[src/rtl/collection_scheduler.sv]
// Sequential bin-visit dispatcher: urgent-first / nearest-next selection with truck capacity tracking.
// Optional watchdog on the pickup wait is enabled by defining VISIT_TIMEOUT_EN.
module collection_scheduler #(
    parameter int NUM_BINS    = 32,
    parameter int CAP_W       = 8,
    parameter int TRUCK_CAP   = 40,
    parameter int TIMEOUT_CYC = 255
) (
    input  logic                clk,
    input  logic                rst,
    input  logic                start,
    input  logic [NUM_BINS-1:0] u,
    input  logic [NUM_BINS-1:0] dist1,
    input  logic [NUM_BINS-1:0] dist0,
    input  logic [NUM_BINS-1:0] amt1,
    input  logic [NUM_BINS-1:0] amt0,
    output logic                dispatch_valid,
    input  logic                dispatch_ready,
    output logic [4:0]          dispatch_bin,
    output logic [1:0]          dispatch_amt,
    input  logic                visit_done,
    output logic                return_depot,
    output logic [CAP_W-1:0]    load,
    output logic [5:0]          visit_count,
    output logic                busy,
    output logic                done,
    output logic                fault
);

    localparam logic [CAP_W:0] CAP_LIMIT = (CAP_W+1)'(TRUCK_CAP);

    if (TRUCK_CAP < 3 || TRUCK_CAP > (1 << CAP_W) - 1) begin : g_bad_cap
        $error("collection_scheduler: TRUCK_CAP outside 3..2^CAP_W-1");
    end
    if (TIMEOUT_CYC < 1 || TIMEOUT_CYC > 255) begin : g_bad_timeout
        $error("collection_scheduler: TIMEOUT_CYC outside 1..255");
    end

    typedef enum logic [2:0] {
        S_IDLE, S_SCAN, S_DISPATCH, S_WAIT_VISIT, S_UNLOAD, S_DONE
    } state_t;

    state_t              state;
    logic [NUM_BINS-1:0] u_q, d1_q, d0_q, a1_q, a0_q, pending;

    logic                any_urgent, near_found;
    logic [4:0]          urg_bin, near_bin, sel_bin;
    logic [1:0]          near_dist, sel_amt;
    logic [CAP_W:0]      cap_sum;

    always_comb begin
        // NOTE: every variable gets a default before the loop so no latch is inferred.
        any_urgent = 1'b0;
        urg_bin    = '0;
        near_found = 1'b0;
        near_bin   = '0;
        near_dist  = 2'd3;
        for (int i = 0; i < NUM_BINS; i++) begin
            // Ascending scan: last urgent hit is the highest index, strict < keeps the lowest tie.
            if (pending[i] && u_q[i]) begin
                any_urgent = 1'b1;
                urg_bin    = 5'(i);
            end
            if (pending[i] && (!near_found || {d1_q[i], d0_q[i]} < near_dist)) begin
                near_found = 1'b1;
                near_dist  = {d1_q[i], d0_q[i]};
                near_bin   = 5'(i);
            end
        end
        sel_bin = any_urgent ? urg_bin : near_bin;
        sel_amt = {a1_q[sel_bin], a0_q[sel_bin]};
        cap_sum = {1'b0, load} + {{(CAP_W-1){1'b0}}, sel_amt};
    end

`ifdef VISIT_TIMEOUT_EN
    localparam logic [7:0] WDOG_LAST = 8'(TIMEOUT_CYC - 1);
    logic [7:0] wdog;
    logic       fault_q;
    assign fault = fault_q;
`else
    assign fault = 1'b0;
`endif

    always_ff @(posedge clk) begin
        // NOTE: sequential state uses non-blocking assignments only, so every register samples pre-edge values.
        if (rst) begin
            // NOTE: the snapshot planes are plain flops and are cleared too, so a fresh round never sees stale bins.
            state          <= S_IDLE;
            u_q            <= '0;
            d1_q           <= '0;
            d0_q           <= '0;
            a1_q           <= '0;
            a0_q           <= '0;
            pending        <= '0;
            dispatch_valid <= 1'b0;
            dispatch_bin   <= '0;
            dispatch_amt   <= '0;
            return_depot   <= 1'b0;
            load           <= '0;
            visit_count    <= '0;
            busy           <= 1'b0;
            done           <= 1'b0;
`ifdef VISIT_TIMEOUT_EN
            wdog           <= '0;
            fault_q        <= 1'b0;
`endif
        end else begin
            case (state)
                S_IDLE: if (start) begin
                    u_q         <= u;
                    d1_q        <= dist1;
                    d0_q        <= dist0;
                    a1_q        <= amt1;
                    a0_q        <= amt0;
                    pending     <= amt1 | amt0;
                    load        <= '0;
                    visit_count <= '0;
                    busy        <= 1'b1;
`ifdef VISIT_TIMEOUT_EN
                    fault_q     <= 1'b0;
`endif
                    state       <= S_SCAN;
                end
                S_SCAN: begin
                    if (pending == '0) begin
                        done  <= 1'b1;
                        state <= S_DONE;
                    end else begin
                        dispatch_bin <= sel_bin;
                        dispatch_amt <= sel_amt;
                        // Full truck: unload first, then the same bin wins the next scan.
                        if (cap_sum > CAP_LIMIT) begin
                            return_depot <= 1'b1;
                            state        <= S_UNLOAD;
                        end else begin
                            dispatch_valid <= 1'b1;
                            state          <= S_DISPATCH;
                        end
                    end
                end
                S_DISPATCH: if (dispatch_ready) begin
                    dispatch_valid <= 1'b0;
`ifdef VISIT_TIMEOUT_EN
                    wdog           <= '0;
`endif
                    state          <= S_WAIT_VISIT;
                end
                S_WAIT_VISIT: begin
                    if (visit_done) begin
                        load                  <= load + {{(CAP_W-2){1'b0}}, dispatch_amt};
                        pending[dispatch_bin] <= 1'b0;
                        u_q[dispatch_bin]     <= 1'b0;
                        visit_count           <= visit_count + 6'd1;
                        state                 <= S_SCAN;
                    end
`ifdef VISIT_TIMEOUT_EN
                    else if (wdog == WDOG_LAST) begin
                        fault_q               <= 1'b1;
                        pending[dispatch_bin] <= 1'b0;
                        u_q[dispatch_bin]     <= 1'b0;
                        state                 <= S_SCAN;
                    end else begin
                        wdog <= wdog + 8'd1;
                    end
`endif
                end
                S_UNLOAD: if (visit_done) begin
                    return_depot <= 1'b0;
                    load         <= '0;
                    state        <= S_SCAN;
                end
                S_DONE: begin
                    done  <= 1'b0;
                    busy  <= 1'b0;
                    state <= S_IDLE;
                end
                default: state <= S_IDLE;
            endcase
        end
    end

endmodule

[config.mk]
export PLATFORM = sky130hd
export DESIGN_NAME = collection_scheduler
export DESIGN_NICKNAME = d
export VERILOG_FILES = /design/src/rtl/collection_scheduler.sv
export SDC_FILE = /design/constraint.sdc
export NUM_CORES = 1
export LEC_CHECK = 0
export CORE_MARGIN = 8
export CORE_UTILIZATION = 60
export DETAILED_ROUTE_END_ITERATION = 10
export PLACE_DENSITY = 0.87
export SETUP_SLACK_MARGIN = 0.2
export SLEW_MARGIN = 20
export SYNTH_ARGS = -nofsm -noshare
export SYNTH_HDL_FRONTEND = slang
export SYNTH_SLANG_ARGS = --single-unit
[constraint.sdc]
create_clock -name clk -period 22.7 [get_ports clk]
set_input_delay 4.54 -clock clk [delete_from_list [all_inputs] [get_ports clk]]
set_output_delay 4.54 -clock clk [all_outputs]
set_load 0.05 [all_outputs]
==> results of run 1 <==
## cells in the mapped netlist (all sizes together), types with 13 or more instances
library cell and count:
and2 18, o22ai 42, a31oi 20, nand3 32, o21bai 13, nor2 121, inv 39, mux2i 25
buf 20, o31ai 14, dfxtp 220, a21boi 13, or2 13, nor3 24, a211oi 69, nand2b 18
o21ai 76, a21oi 194, clkbuf 99, nor2b 37, o32ai 36, nand2 403
## flip-flops by register name, summed over array words and instances, names as in the netlist, 3 cells and up
name          count
a0_q             32
a1_q             32
d0_q             32
d1_q             32
dispatch_bin      5
load              8
pending          32
state             3
u_q              32
visit_count       6
## through the flow
| step | hold slack, ns | util | cell area, um^2 |
|---|---|---|---|
| 6_report | 0.451 | 0.735 | 15500 |
| 5_1_grt | 0.472 | 0.735 | 15500 |
| 4_1_cts | 0.450 | 0.735 | 15500 |
| 3_5_place_dp | 0.442 | 0.699 | 14700 |
| 3_3_place_gp | 0.441 | 0.699 | 14700 |
| 2_1_floorplan | 0.432 | - | 12900 |
## layout make-up
type	instances	area (um^2)
flip-flops and latches	220	4400
fillers	1689	5590
clock buffers	34	709
repair buffers	196	1950
clock inverters	6	52.6
well taps	275	344
multi-input cells	1380	7900
inverters	39	146
## kinds of logic after synthesis
kind of cell,share of synthesized area
AND/OR/NAND/NOR,0.263
AO/OA/AOI/OAI,0.303
flip-flops,0.341
buffers and inverters,0.0499
multiplexers,0.0269
adder cells (fa/ha/maj),0.0114
XOR/XNOR,0.00542
other,0.000290
## power by group through the flow
stage | combinational [mW] | clock (mW) | sequential (mW)
3_3_place_gp | 0.428 | 0 | 0.472
2_1_floorplan | 0.330 | 0 | 0.460
3_5_place_dp | 0.437 | 0 | 0.473
6_report | 0.448 | 0.379 | 0.468
5_1_grt | 0.486 | 0.398 | 0.472
4_1_cts | 0.441 | 0.382 | 0.465
## metal layers
layer / track usage / share of wire / wire (um)
met1: 0.413 / 0.42 / 17700
met2: 0.493 / 0.45 / 19300
met3: 0.0561 / 0.092 / 3940
met4: 0.118 / 0.039 / 1660
met5: 0 / 0 / 0
## how the worst min path moves through the flow
stage | startpoint | end | slack (ns) | cells after the start
floorplan | a0_q[12] | a0_q[12] | 0.43 | 2
global placement | a0_q[16] | a0_q[16] | 0.44 | 2
detailed placement | a0_q[17] | a0_q[17] | 0.44 | 2
CTS | a0_q[17] | a0_q[17] | 0.45 | 2
global route | a1_q[17] | a1_q[17] | 0.47 | 2
finish | a0_q[17] | a0_q[17] | 0.45 | 2
## critical path, delay by kind of cell (launching register included)
kind	cells	cell delay, ns
flip-flops	1	0.52
AO/OA/AOI/OAI	25	6.54
AND/OR/NAND/NOR	19	3.48
adder cells (fa/ha/maj)	4	1.05
==> run_results.csv, run 1 <==
group,metric,value,unit
status,status,"finished, final reports clean",
power,clkPwrFrac,0.293,
timing,post-route-min-period,11.75,ns
worst_setup_path,cp_data_required_time,23.14,ns
clocking,path_clk_slew,0.06,ns
timing,max_freq,85.1,MHz
global_route,grt_pass1_vias,13200,
worst_setup_path,crit_arrival,12.19,ns
routing,wl_per_cell,19.8,um
worst_setup_path,worstPathMaxFanout,39,
worst_setup_path,rrSetupSlack,10.95,ns
routing,first_iter_violations,1386,
power,power_frac_seq,0.361,
yosys,yosysTopAreaCell,"dfxtp_1",
power,p_leak,5.60,nW
global_route,track_usage,0.311,
power,p_per_area,83.6,nW/um^2
placed_design,placed_cells,2110,
worst_setup_path,cp-endpoint,"dispatch_valid",
clocking,cts-root-buf,"clkbuf_16",
yosys,ys_types,103,
worst_setup_path,end_kind,"register",
yosys,synthCells,1758,
global_route,grt_max_degree,113,
floorplanning,fp.dieH,163,um
yosys,async_reset_ff_frac,0,
clocking,clock_sinks,220,
timing,drv_slew,0,
worst_setup_path,timing.rr.end,"dispatch_valid",
timing,worst_pin_slew,1.04,ns
yosys,ys_warn_count,0,
worst_setup_path,max_stage_delay,0.60,ns
routing,drt-total-wl,42700,um
timing,skew,0.0179,ns
clocking,cts_tree,"yes",
power,power,1.30,mW
yosys,syn-num-nets,1932,
layout,final_cell_mix,"402 x nand2_1, 220 x dfxtp_1, 194 x a21oi_1, 188 x clkdlybuf4s50_1, 120 x nor2_1",
clocking,cts.htree.levels,1,
timing,setup_tns,0,ns
global_route,grt_overflow_total,0,
floorplanning,io-pin-count,191,
layout,final_common_cell,"nand2_1",
worst_setup_path,startpoint_type,"register",
floorplanning,dieArea,26500,um^2
power,power.switching,0.477,mW
timing,slew_headroom,0.304,
yosys,syn_area,12900,um^2
global_route,grt_pass1_wl,68000,um
floorplanning,die_w,163,um
yosys,synth_edf_count,0,
clocking,numCtsBuffers,25,
placed_design,hpwl,30600,um
global_route,antenna_found_initial,0,
routing,vias,13800,
layout,layout.nets,2036,
timing,fin_crit_sh,0.518,
yosys,synth_area_per_cell,7.36,um^2
timing,grt_setup_unrepaired,"no",
power,sw_frac_of_total,0.368,
routing,avgViaCountPerCell,6.43,
power,p_comb_frac,0.346,
clocking,cts.path.max_buffers,3,
floorplanning,start_util,0.613,
yosys,synth_ff_type,"dfxtp_1",
placed_design,io_buffers,189,
layout,drive_gt1_frac,0.0528,
yosys,synth_seq_cells,220,
placed_design,gp_congestion,0.957,
worst_setup_path,crit_top_cell,"nor2_1",
floorplanning,row_count,53,
worst_setup_path,r2r.worst_path.cells,48,
routing,first_pass_iters,9,
worst_setup_path,startpoint,"pending[1]",
min_path,hold_path_class,"register to register",
layout,syn2layout_area_growth,19.8,%
routing,drcViolationCount,0,
clocking,post_cts_buffers,0,
clocking,worstSkewPairLatency,0.54,ns
floorplanning,core-area,21100,um^2
yosys,synth_top_area_share,0.341,
worst_setup_path,crit_slowest_cell,"a2111oi_1",
worst_setup_path,crit_type,"register to register",
layout,antennaDiodeCount,0,
layout,fin_cells,2150,
flow_run,max_cap_violations,0,
worst_setup_path,r2r_start,"pending[1]",
timing,worst_slack,10.95,ns
timing,finalSetupViolations,0,
yosys,synth_top_cells_by_area,"dfxtp_1 34%, nand2_1 12%, a21oi_1 7.5%, a211oi_1 3.9%, nor2_1 3.5%",
power,ir_drop,55.6,uV
placed_design,post-place-ws,11.09,ns
timing,finalHoldViolations,0,
clocking,ctsHoldBuffers,0,
routing,antenna_left,0,
power,intPower,0.818,mW
yosys,synth-seq-area-share,0.341,
clocking,cts_resized,0,
No activity file was read; power rests on OpenSTA's default activity.
==> run 2, diff against run 1 <==
--- a/config.mk
+++ b/config.mk
@@ -6,9 +6,9 @@
 export NUM_CORES = 1
 export LEC_CHECK = 0
 export CORE_MARGIN = 8
-export CORE_UTILIZATION = 60
+export CORE_UTILIZATION = 55
 export DETAILED_ROUTE_END_ITERATION = 10
-export PLACE_DENSITY = 0.87
+export PLACE_DENSITY = 0.81
 export SETUP_SLACK_MARGIN = 0.2
 export SLEW_MARGIN = 20
 export SYNTH_ARGS = -nofsm -noshare
==> constraint.sdc (replaced) <==
create_clock -name clk -period 11.9 [get_ports clk]
set_input_delay 2.38 -clock clk [delete_from_list [all_inputs] [get_ports clk]]
set_output_delay 2.38 -clock clk [all_outputs]
set_load 0.05 [all_outputs]
==> run_results.csv, run 2 (same netlist as run 1, synthesis figures left out) <==
group,metric,value,unit
timing,finalSetupViolations,0,
layout,layout.nets,2058,
timing,worst_pin_slew,1.13,ns
power,power.switching,0.996,mW
worst_setup_path,crit_type,"register to register",
layout,fin_cells,2223,
global_route,antenna_found_initial,0,
global_route,grt_max_degree,111,
global_route,track_usage,0.291,
routing,vias,14000,
global_route,grt_overflow_total,0,
worst_setup_path,crit_top_cell,"nor2_1",
clocking,numCtsBuffers,26,
worst_setup_path,r2r_start,"pending[1]",
worst_setup_path,max_stage_delay,0.48,ns
worst_setup_path,end_kind,"register",
worst_setup_path,worstPathMaxFanout,11,
power,p_comb_frac,0.362,
worst_setup_path,cpLargestDelayFamily,"compound AO/OA/AOI/OAI gates",
clocking,cts.htree.levels,1,
worst_setup_path,startpoint,"pending[1]",
power,p_leak,5.81,nW
timing,post-route-min-period,10.96,ns
routing,antenna_left,0,
power,p_per_area,167,nW/um^2
global_route,grt_pass1_wl,69000,um
global_route,grt_pass1_vias,13000,
timing,skew,0.0158,ns
worst_setup_path,crit_slowest_cell,"or3b_4",
power,intPower,1.69,mW
clocking,clock_sinks,220,
routing,first_pass_iters,6,
power,power_frac_seq,0.331,
timing,finalHoldViolations,0,
floorplanning,fp.dieH,169,um
status,status,"finished, final reports clean",
placed_design,io_buffers,189,
worst_setup_path,cp_data_required_time,12.36,ns
layout,drive_gt1_frac,0.0840,
timing,grt_setup_unrepaired,"no",
routing,drt-total-wl,44700,um
timing,setup_tns,0,ns
clocking,cts.path.max_buffers,3,
timing,slew_headroom,0.246,
routing,avgViaCountPerCell,6.29,
timing,max_freq,91.3,MHz
routing,wl_per_cell,20.1,um
power,sw_frac_of_total,0.371,
floorplanning,row_count,56,
layout,nFillCells,1979,
floorplanning,core-area,23300,um^2
worst_setup_path,startpoint_type,"register",
clocking,path_clk_slew,0.06,ns
timing,drv_slew,0,
power,ir_drop,135,uV
timing,fin_crit_sh,0.921,
floorplanning,io-pin-count,191,
worst_setup_path,crit_arrival,11.41,ns
layout,utilization,0.692,
flow_run,max_cap_violations,0,
min_path,hold_path_class,"register to register",
routing,first_iter_violations,1827,
placed_design,gp_congestion,0.922,
routing,drcViolationCount,0,
layout,syn2layout_area_growth,24.4,%
placed_design,hpwl,31100,um
placed_design,placed_cells,2157,
clocking,cts-root-buf,"clkbuf_16",
clocking,cts_tree,"yes",
floorplanning,dieArea,28700,um^2
power,clkPwrFrac,0.307,
floorplanning,die_w,169,um
layout,antennaDiodeCount,0,
floorplanning,start_util,0.556,
layout,final_common_cell,"nand2_1",
clocking,worstSkewPairLatency,0.55,ns
worst_setup_path,critPathBufInv,0,
layout,final_cell_mix,"400 x nand2_1, 217 x dfxtp_1, 191 x a21oi_1, 188 x clkdlybuf4s50_1, 120 x nor2_1",
min_path,min-delay-start,"a0_q[17]",
[run 2: worst min-delay path: stages, from the launching register on]
cell,delay [ns]
dfxtp_1,0.31
nand2_1,0.05
a21oi_1,0.05
[run 2: power groups by stage]
stage / clock network, mW / registers [mW] / logic, mW
2_1_floorplan: 0 / 0.877 / 0.629
3_3_place_gp: 0 / 0.898 / 0.830
3_5_place_dp: 0 / 0.900 / 0.840
4_1_cts: 0.828 / 0.885 / 0.847
5_1_grt: 0.861 / 0.899 / 1.04
6_report: 0.825 / 0.890 / 0.971
[run 2: path summary, 6_finish.rpt]
check | end | slack, ns | cells after the start
setup / recovery | dispatch_valid | 0.94 | 50
hold / removal | a0_q[17] | 0.46 | 2
setup reg to reg | dispatch_valid | 0.94 | 50
hold reg to reg | a0_q[17] | 0.46 | 2
[run 2: cell type report]
type / count / area [um^2] / area share
tap: 319 / 399 / 0.0248
sequential: 220 / 4410 / 0.274
timing repair buffer: 215 / 2100 / 0.131
inverter: 39 / 146 / 0.00910
multi-input combinational: 1382 / 8140 / 0.506
clock inverter: 13 / 153 / 0.00949
clock buffer: 35 / 744 / 0.0463
[run 2: repair_timing]
| item | in CTS | in global routing |
|---|---|---|
| pin swaps | 0 | 9 |
| buffers inserted | 0 | 16 |
| resized for setup | 1 | 41 |
| hold buffers | 0 | 0 |
| gates cloned | 0 | 2 |
| endpoints found under the setup margin | 1 | 4 |
[run 2: per-layer routing]
layer  vias up  share of wire  track usage
met4         0          0.031       0.0839
met3       107          0.090       0.0505
met2       663           0.45        0.463
met5         -              0            0
met1      6591           0.43        0.399
li1       6621              -            -
[run 2: through the flow]
step / hold WS, ns / worst slack [ns] / power, mW / cell area (um^2)
final: 0.456 / 0.945 / 2.69 / 16100
after global routing: 0.469 / 0.131 / 2.80 / 16100
after global placement: 0.440 / 0.582 / 1.73 / 14800
after detailed placement: 0.445 / 0.165 / 1.74 / 14800
after floorplan: 0.432 / 1.85 / 1.51 / 12900
after CTS: 0.453 / 0.211 / 2.56 / 15700
